===== config.mk =====
export PLATFORM = sky130hd
export DESIGN_NAME = z80fi_insn_packer
export DESIGN_NICKNAME = d
export VERILOG_FILES = /design/src/rtl/z80fi_insn_packer.sv
export SDC_FILE = /design/constraint.sdc
export NUM_CORES = 1
export LEC_CHECK = 0
export CORE_AREA = 2 2 290 292
export CTS_BUF_LIST = sky130_fd_sc_hd__clkbuf_2 sky130_fd_sc_hd__clkbuf_4 sky130_fd_sc_hd__clkbuf_8
export CTS_CLUSTER_DIAMETER = 100
export DETAILED_ROUTE_END_ITERATION = 10
export DIE_AREA = 0 0 292 294
export HOLD_SLACK_MARGIN = 0.08
export MAX_ROUTING_LAYER = met4
export SETUP_SLACK_MARGIN = 0.1
export SLEW_MARGIN = 20
export SYNTH_ARGS = -nofsm -noshare
export SYNTH_HDL_FRONTEND = slang
export SYNTH_SLANG_ARGS = --single-unit

===== constraint.sdc =====
create_clock -name clk -period 4.9 [get_ports clk]
set_clock_uncertainty 0.05 [all_clocks]
set_input_delay 1.47 -clock clk [delete_from_list [all_inputs] [get_ports clk]]
set_output_delay 1.47 -clock clk [all_outputs]
set_load 0.005 [all_outputs]

===== src/rtl/z80fi_insn_packer.sv =====
// Collects the opcode bytes and architectural state of each retired Z80 instruction
// and emits one registered z80fi packet per instruction, plus a one-cycle protocol error pulse.
module z80fi_insn_packer #(
    parameter int REGS_W  = 224,
    parameter int MAX_LEN = 4,
    parameter int ORDER_W = 16
) (
    input  logic                 clk,
    input  logic                 reset_n,
    input  logic                 insn_start,
    input  logic                 insn_done,
    input  logic                 byte_valid,
    input  logic [7:0]           byte_data,
    input  logic [REGS_W-1:0]    core_regs,
    output logic                 z80fi_valid,
    output logic [ORDER_W-1:0]   z80fi_order,
    output logic [8*MAX_LEN-1:0] z80fi_insn,
    output logic [2:0]           z80fi_insn_len,
    output logic [REGS_W-1:0]    z80fi_regs_in,
    output logic [REGS_W-1:0]    z80fi_regs_out,
    output logic                 z80fi_overflow,
    output logic                 z80fi_error
);

    localparam int INSN_W = 8 * MAX_LEN;

    typedef enum logic {
        S_IDLE    = 1'b0,
        S_COLLECT = 1'b1
    } state_t;

    state_t               r_state;
    state_t               w_state_next;

    logic [INSN_W-1:0]    r_buf;
    logic [2:0]           r_len;
    logic                 r_ovf;
    logic [REGS_W-1:0]    r_regs_in;
    logic [ORDER_W-1:0]   r_order_cnt;

    logic                 r_valid;
    logic                 r_err;
    logic [ORDER_W-1:0]   r_pkt_order;
    logic [INSN_W-1:0]    r_pkt_insn;
    logic [2:0]           r_pkt_len;
    logic [REGS_W-1:0]    r_pkt_regs_in;
    logic [REGS_W-1:0]    r_pkt_regs_out;
    logic                 r_pkt_ovf;

    logic                 w_append;
    logic [INSN_W-1:0]    w_pkt_buf;
    logic [2:0]           w_pkt_len;
    logic                 w_pkt_ovf;
    logic                 w_emit;
    logic                 w_err;

    // A byte arriving together with insn_start belongs to the new instruction, not the open one.
    assign w_append = (r_state == S_COLLECT) && byte_valid && !insn_start;

    // Contents of the open instruction including any byte fetched this cycle.
    always_comb begin
        // NOTE: every variable gets a default first so no path leaves it unassigned (no latch).
        w_pkt_buf = r_buf;
        w_pkt_len = r_len;
        w_pkt_ovf = r_ovf;
        if (w_append) begin
            if (r_len < 3'(MAX_LEN)) begin
                for (int i = 0; i < MAX_LEN; i++) begin
                    if (r_len == 3'(i)) w_pkt_buf[8*i +: 8] = byte_data;
                end
                w_pkt_len = r_len + 3'd1;
            end else begin
                w_pkt_ovf = 1'b1;
            end
        end
    end

    always_comb begin
        w_state_next = r_state;
        w_emit       = 1'b0;
        w_err        = 1'b0;
        case (r_state)
            S_IDLE: begin
                if (insn_done || (byte_valid && !insn_start)) w_err = 1'b1;
                if (insn_start) w_state_next = S_COLLECT;
            end
            S_COLLECT: begin
                if (insn_done) begin
                    w_state_next = insn_start ? S_COLLECT : S_IDLE;
                    if (w_pkt_len == 3'd0) w_err  = 1'b1;
                    else                   w_emit = 1'b1;
                end else if (insn_start) begin
                    w_err = 1'b1;
                end
            end
            default: w_state_next = S_IDLE;
        endcase
    end

    // NOTE: sequential state uses non-blocking assignments only; reset is sampled on the clock edge.
    always_ff @(posedge clk) begin
        if (!reset_n) begin
            r_state        <= S_IDLE;
            r_buf          <= '0;
            r_len          <= '0;
            r_ovf          <= 1'b0;
            r_regs_in      <= '0;
            r_order_cnt    <= '0;
            r_valid        <= 1'b0;
            r_err          <= 1'b0;
            r_pkt_order    <= '0;
            r_pkt_insn     <= '0;
            r_pkt_len      <= '0;
            r_pkt_regs_in  <= '0;
            r_pkt_regs_out <= '0;
            r_pkt_ovf      <= 1'b0;
        end else begin
            r_state <= w_state_next;
            r_valid <= w_emit;
            r_err   <= w_err;

            if (insn_start) begin
                r_regs_in <= core_regs;
                r_buf     <= byte_valid ? INSN_W'(byte_data) : '0;
                r_len     <= {2'b00, byte_valid};
                r_ovf     <= 1'b0;
            end else if (r_state == S_COLLECT) begin
                r_buf <= w_pkt_buf;
                r_len <= w_pkt_len;
                r_ovf <= w_pkt_ovf;
            end

            // Packet fields persist until the next packet; only the strobe drops.
            if (w_emit) begin
                r_pkt_order    <= r_order_cnt;
                r_pkt_insn     <= w_pkt_buf;
                r_pkt_len      <= w_pkt_len;
                r_pkt_regs_in  <= r_regs_in;
                r_pkt_regs_out <= core_regs;
                r_pkt_ovf      <= w_pkt_ovf;
                r_order_cnt    <= r_order_cnt + 1'b1;
            end
        end
    end

    assign z80fi_valid    = r_valid;
    assign z80fi_order    = r_pkt_order;
    assign z80fi_insn     = r_pkt_insn;
    assign z80fi_insn_len = r_pkt_len;
    assign z80fi_regs_in  = r_pkt_regs_in;
    assign z80fi_regs_out = r_pkt_regs_out;
    assign z80fi_overflow = r_pkt_ovf;
    assign z80fi_error    = r_err;

endmodule


* Word level (Yosys, flattened, before mapping)
Cells that the tools add are included.
Operators by class: reductions and logical operators 9, muxes and demuxes 25, order comparisons 1, add/subtract/negate cells 2, equal/unequal tests 3, bitwise operators 2
Operator list (count):
- $mux W32 | 4
- $mux W8 | 5
- $add A16 B1 Y16 const B | 1
- $mux W1 | 12
- $eq A3 B2 Y1 const B | 2
- $logic_not A3 Y1 | 2
- $mux W3 | 2
- $pmux W1 S2 | 2
- $add A3 B1 Y3 const B | 1
- $eq A3 B1 Y1 const B | 1
- $logic_and A1 B1 Y1 | 3
- $lt A3 B3 Y1 const B | 1
- $not A1 Y1 | 2
- $reduce_bool A2 Y1 | 1
- $reduce_or A2 Y1 | 1
- $logic_not A1 Y1 | 1
- $logic_or A1 B1 Y1 | 1
Storage, ports and cells: output and inout bits 502, register bits after elaboration 779, word-level logic and storage cells 57, bits of input ports 237

* Logic depth before layout (Yosys ltp)
word-level depth 7, mapped depth 10, gate-level depth less buffers 7

* Least setup slack after synthesis
OpenSTA, ideal clock, no wires.
kind input port to flip-flop, start point input port insn_start, end point register r_pkt_regs_in[123], in the netlist z80fi_regs_in[123], data arrival time 3.124 ns, library setup time 0.070 ns, data required time 4.780 ns, stages on the path 9, buffers on the path 4, slack 1.655 ns, cells stage by stage nor4bb_1 -> buf_4 -> mux2_2 -> a21oi_2 -> buf_2 -> buf_4 -> buf_2 -> nand2_1 -> a21oi_1
Between the ends: word-level cells in the longest chain between the ends 7
RTL lines:
- start, declared | line 10 | input logic insn_start,
- $logic_not A1 Y1 | line 58 | assign w_append = (r_state == S_COLLECT) && byte_valid && !insn_start;
- $logic_and A1 B1 Y1 | line 58
- $mux W3 | line 66 | if (w_append) begin
- $logic_not A3 Y1 | line 90 | if (w_pkt_len == 3'd0) w_err = 1'b1;
- $mux W1 | line 90
- $mux W1 | line 88 | if (insn_done) begin
- $mux W1 | line 82 | case (r_state)
- end signal, assigned | line 138 | r_pkt_regs_in <= r_regs_in;
- end, declared | line 46 | logic [REGS_W-1:0] r_pkt_regs_in;
Every way passes these cells. A chain may end at the register's enable or synchronous reset.

* Worst setup path after layout
start point input port byte_valid, end point register r_pkt_regs_out[186], in the netlist z80fi_regs_out[186]
Between the ends: word-level cells in the longest chain between the ends 7
RTL lines:
- start, declared | line 12 | input logic byte_valid,
- $logic_and A1 B1 Y1 (2 in series) | line 58
- $mux W3 | line 66
- $logic_not A3 Y1 | line 90
- $mux W1 | line 90
- $mux W1 | line 88
- $mux W1 | line 82
- end signal, assigned | line 139 | r_pkt_regs_out <= core_regs;
- end, declared | line 47 | logic [REGS_W-1:0] r_pkt_regs_out;
Every way passes these cells.

==> summary.txt <==
FMAX - 0.289 GHz
critical path type - in2reg
Tcrit/Tclk final - 70.5%
register bit count reported by yosys - 779
DR pass1 iterations - 6
Max rail drop VDD - 0.214 mV
status - completed
global-route wire length before repair - 129,000 um
RSZ-0062 raised after global routing - no
Layout area overhead - 41.8%
asr flop ratio synth - 0%
most frequent cell on the critical path - buf_4
Synth Instances - 3,111
Routed Antenna Nets - 0
Placed Instances - 4,768
Placed Area - 35,700 sq um
Mapped Area - 27,100 sq um
CP max FO - 44
final worst setup slack - 1.45 ns
power per cell area - 351 nW/um^2
largest net degree at the start of global routing - 115
arrival time worst endpoint - 4.08 ns
WHS - 0.392 ns
layout cells sized above 1 - 7.64%
Worst Max-Slew Pin Slew - 0.976 ns
met3 usage - 5.46%
Post-synth EDFFs - 0
nets - 4,065
initial drt markers - 1,185
core area - 82,900 sq um
area taken by multi-input logic gates - 10,500 sq um
Synthesized Nets - 3,353
Synth Area per Inst - 8.72 sq um
critical path cell sequence - clkdlybuf4s50_1 > nor4bb_1 > buf_4 > mux2_2 > a21oi_4 > buf_12 > buf_4 > nand2_1 > a21oi_1
WP buf/inv - 4
Post-Place Worst Slack - 0.716 ns
gpl congestion - 0.823
crit path time final - 3.45 ns
Seq. cell area - 15,600 sq um
Hold Fails Final Rpt - 0
number of global-route vias before repair - 21.9k
met1 global-route usage - 22.7%
Die Wd - 292 um
setup TNS - 0 ns
Cell Count, Final, Fillers Out - 5,001
Die Ht - 294 um
slowest cell on the critical path - clkdlybuf4s50_1
TritonCTS Buffers - 133
DP HPWL - 60,300 um
routed vias/inst - 4.66
Fillers - 8,077
max-cap violation count - 0
crit end category - flip-flop
synth warn - 0
die area - 85,800 sq um
max-slew violation count - 0
via count - 23.3k
slowest cell delay on critical path - 0.47 ns
GRT Util Overall - 19.8%
Seq/Total Area, Yosys - 57.5%
effective utilization at floorplan - 32.7%
CP Launch Type - input port
hold_buf cts - 0
number of I/O pins - 739
leakage dissipation - 14.2 nW
Final Cell Area - 38,500 sq um
CTS max path bufs - 3
setup bufs post-CTS - 0
required time worst endpoint - 5.52 ns
remaining global-route overflow - 0
CTS tree - done
Std-Cell Rows - 106
gr busiest metal - met2
Top FF cell, synth - dfxtp_1
HP Class - reg2reg
CP delay by family, top - buffers and inverters
Clk pin slew, worst setup/hold paths - 0.06 ns
H-Tree Level Count - 4
Setup Viol. Count Final - 0
WL/cell - 17.3 um
Slew headroom - 34.9%
Cell variety after synth - 40
CTS sink cnt - 779
DRC errors left - 0
Buffers on Ports - 738
clock root cell - clkbuf_8
Skew-Pair Late Insertion Delay - 0.74 ns
Post-Route WL - 86,700 um
PostCTS Resize Cnt - 0
antenna violations before repair - 6
GR Util met2 - 32.1%
==> through the flow <==
| stage | total power, mW | utilization, % |
|---|---|---|
| final | 13.5 | 46.4 |
| after global routing | 14.1 | 46.4 |
| after CTS | 13.7 | 46.4 |
| after detailed placement | 7.66 | 43.1 |
| after global placement | 7.65 | 43.1 |
| after floorplan | 7.13 | - |
==> layout make-up <==
cell class | count | share of cell area (%)
Clock inverter | 23 | 0.510
Inverter | 4 | 0.0585
Tap cell | 1080 | 3.51
Clock buffer | 204 | 6.61
Sequential cell | 779 | 40.5
Multi-Input combinational cell | 2101 | 27.4
Antenna cell | 6 | 0.0390
Timing Repair Buffer | 804 | 21.4
==> synth_stat cells, types with 2 or more instances <==
master | count | area share (%)
nor2_1 | 304 | 4.2
a21oi_1 | 474 | 8.7
and3_1 | 4 | 0.092
nor2b_1 | 2 | 0.046
mux2i_1 | 259 | 9.6
o2111ai_1 | 5 | 0.16
xor2_1 | 7 | 0.23
a211oi_1 | 35 | 0.97
clkbuf_1 | 105 | 1.5
o211ai_1 | 2 | 0.055
xnor2_1 | 3 | 0.097
buf_4 | 12 | 0.33
nand3_1 | 13 | 0.24
nand2b_1 | 2 | 0.046
ha_1 | 5 | 0.23
o31ai_1 | 2 | 0.055
dfxtp_1 | 779 | 57
or4_1 | 2 | 0.055
o21ai_0 | 11 | 0.20
nand2_1 | 946 | 13
buf_1 | 17 | 0.24
inv_1 | 3 | 0.041
and2_1 | 10 | 0.23
buf_2 | 93 | 1.7
==> where the power goes <==
group,internal [mW],total [mW],leakage (nW),switching [mW]
clock,3.32,5.97,1.45,2.65
sequential,6.50,6.59,6.33,0.0889
combinational,0.458,0.924,6.41,0.467
total,10.3,13.5,14.2,3.21
==> flip-flops by register name (all words and copies together) (netlist names), 3 cells and up <==
| register | cells |
|---|---|
| z80fi_regs_out | 224 |
| z80fi_insn_len | 3 |
| r_buf | 32 |
| r_order_cnt | 16 |
| r_regs_in | 224 |
| z80fi_order | 16 |
| z80fi_regs_in | 224 |
| z80fi_insn | 32 |
| r_len | 3 |
==> worst reg2reg max path, delay by kind of cell, from the launching register on <==
kind / cells / cell delay (ns)
compound gates: 2 / 0.38
simple gates: 2 / 0.39
fa+ha+maj: 1 / 0.32
buf+inv: 4 / 0.94
flops: 1 / 0.48
mux: 1 / 0.09
==> kinds of logic after synthesis <==
group / synth area share [%]
simple gates: 18.2
flops: 57.5
compound gates: 10.3
mux: 9.64
buf+inv: 3.79
xor+xnor: 0.323
fa+ha+maj: 0.231
==> cells in the final DEF (no fill, tap or decap), types with 35 or more instances in the layout <==
master and n:
dfxtp_1 779, buf_4 39, nor2_1 304, clkbuf_4 42, a211oi_1 35, mux2i_1 259, nand2_1 946, clkbuf_8 162
a21oi_1 474, clkdlybuf4s50_1 737
==> path summary, 6_finish.rpt <==
kind / startpoint / slack [ns] / to / cells after the start
max: byte_valid / 1.45 / z80fi_regs_out[186] / 9
min: r_regs_in[163] / 0.39 / z80fi_regs_in[163] / 2
max reg2reg: r_len[0] / 2.17 / z80fi_regs_in[97] / 10
min reg2reg: r_regs_in[163] / 0.39 / z80fi_regs_in[163] / 2
==> routing by layer <==
layer / vias up / share of wire, %
met5: - / 0
li1: 11600 / -
met4: 0 / 3.9
met1: 10900 / 41
met3: 180 / 6.5
met2: 656 / 49
No activity file was read; power rests on OpenSTA's default activity.
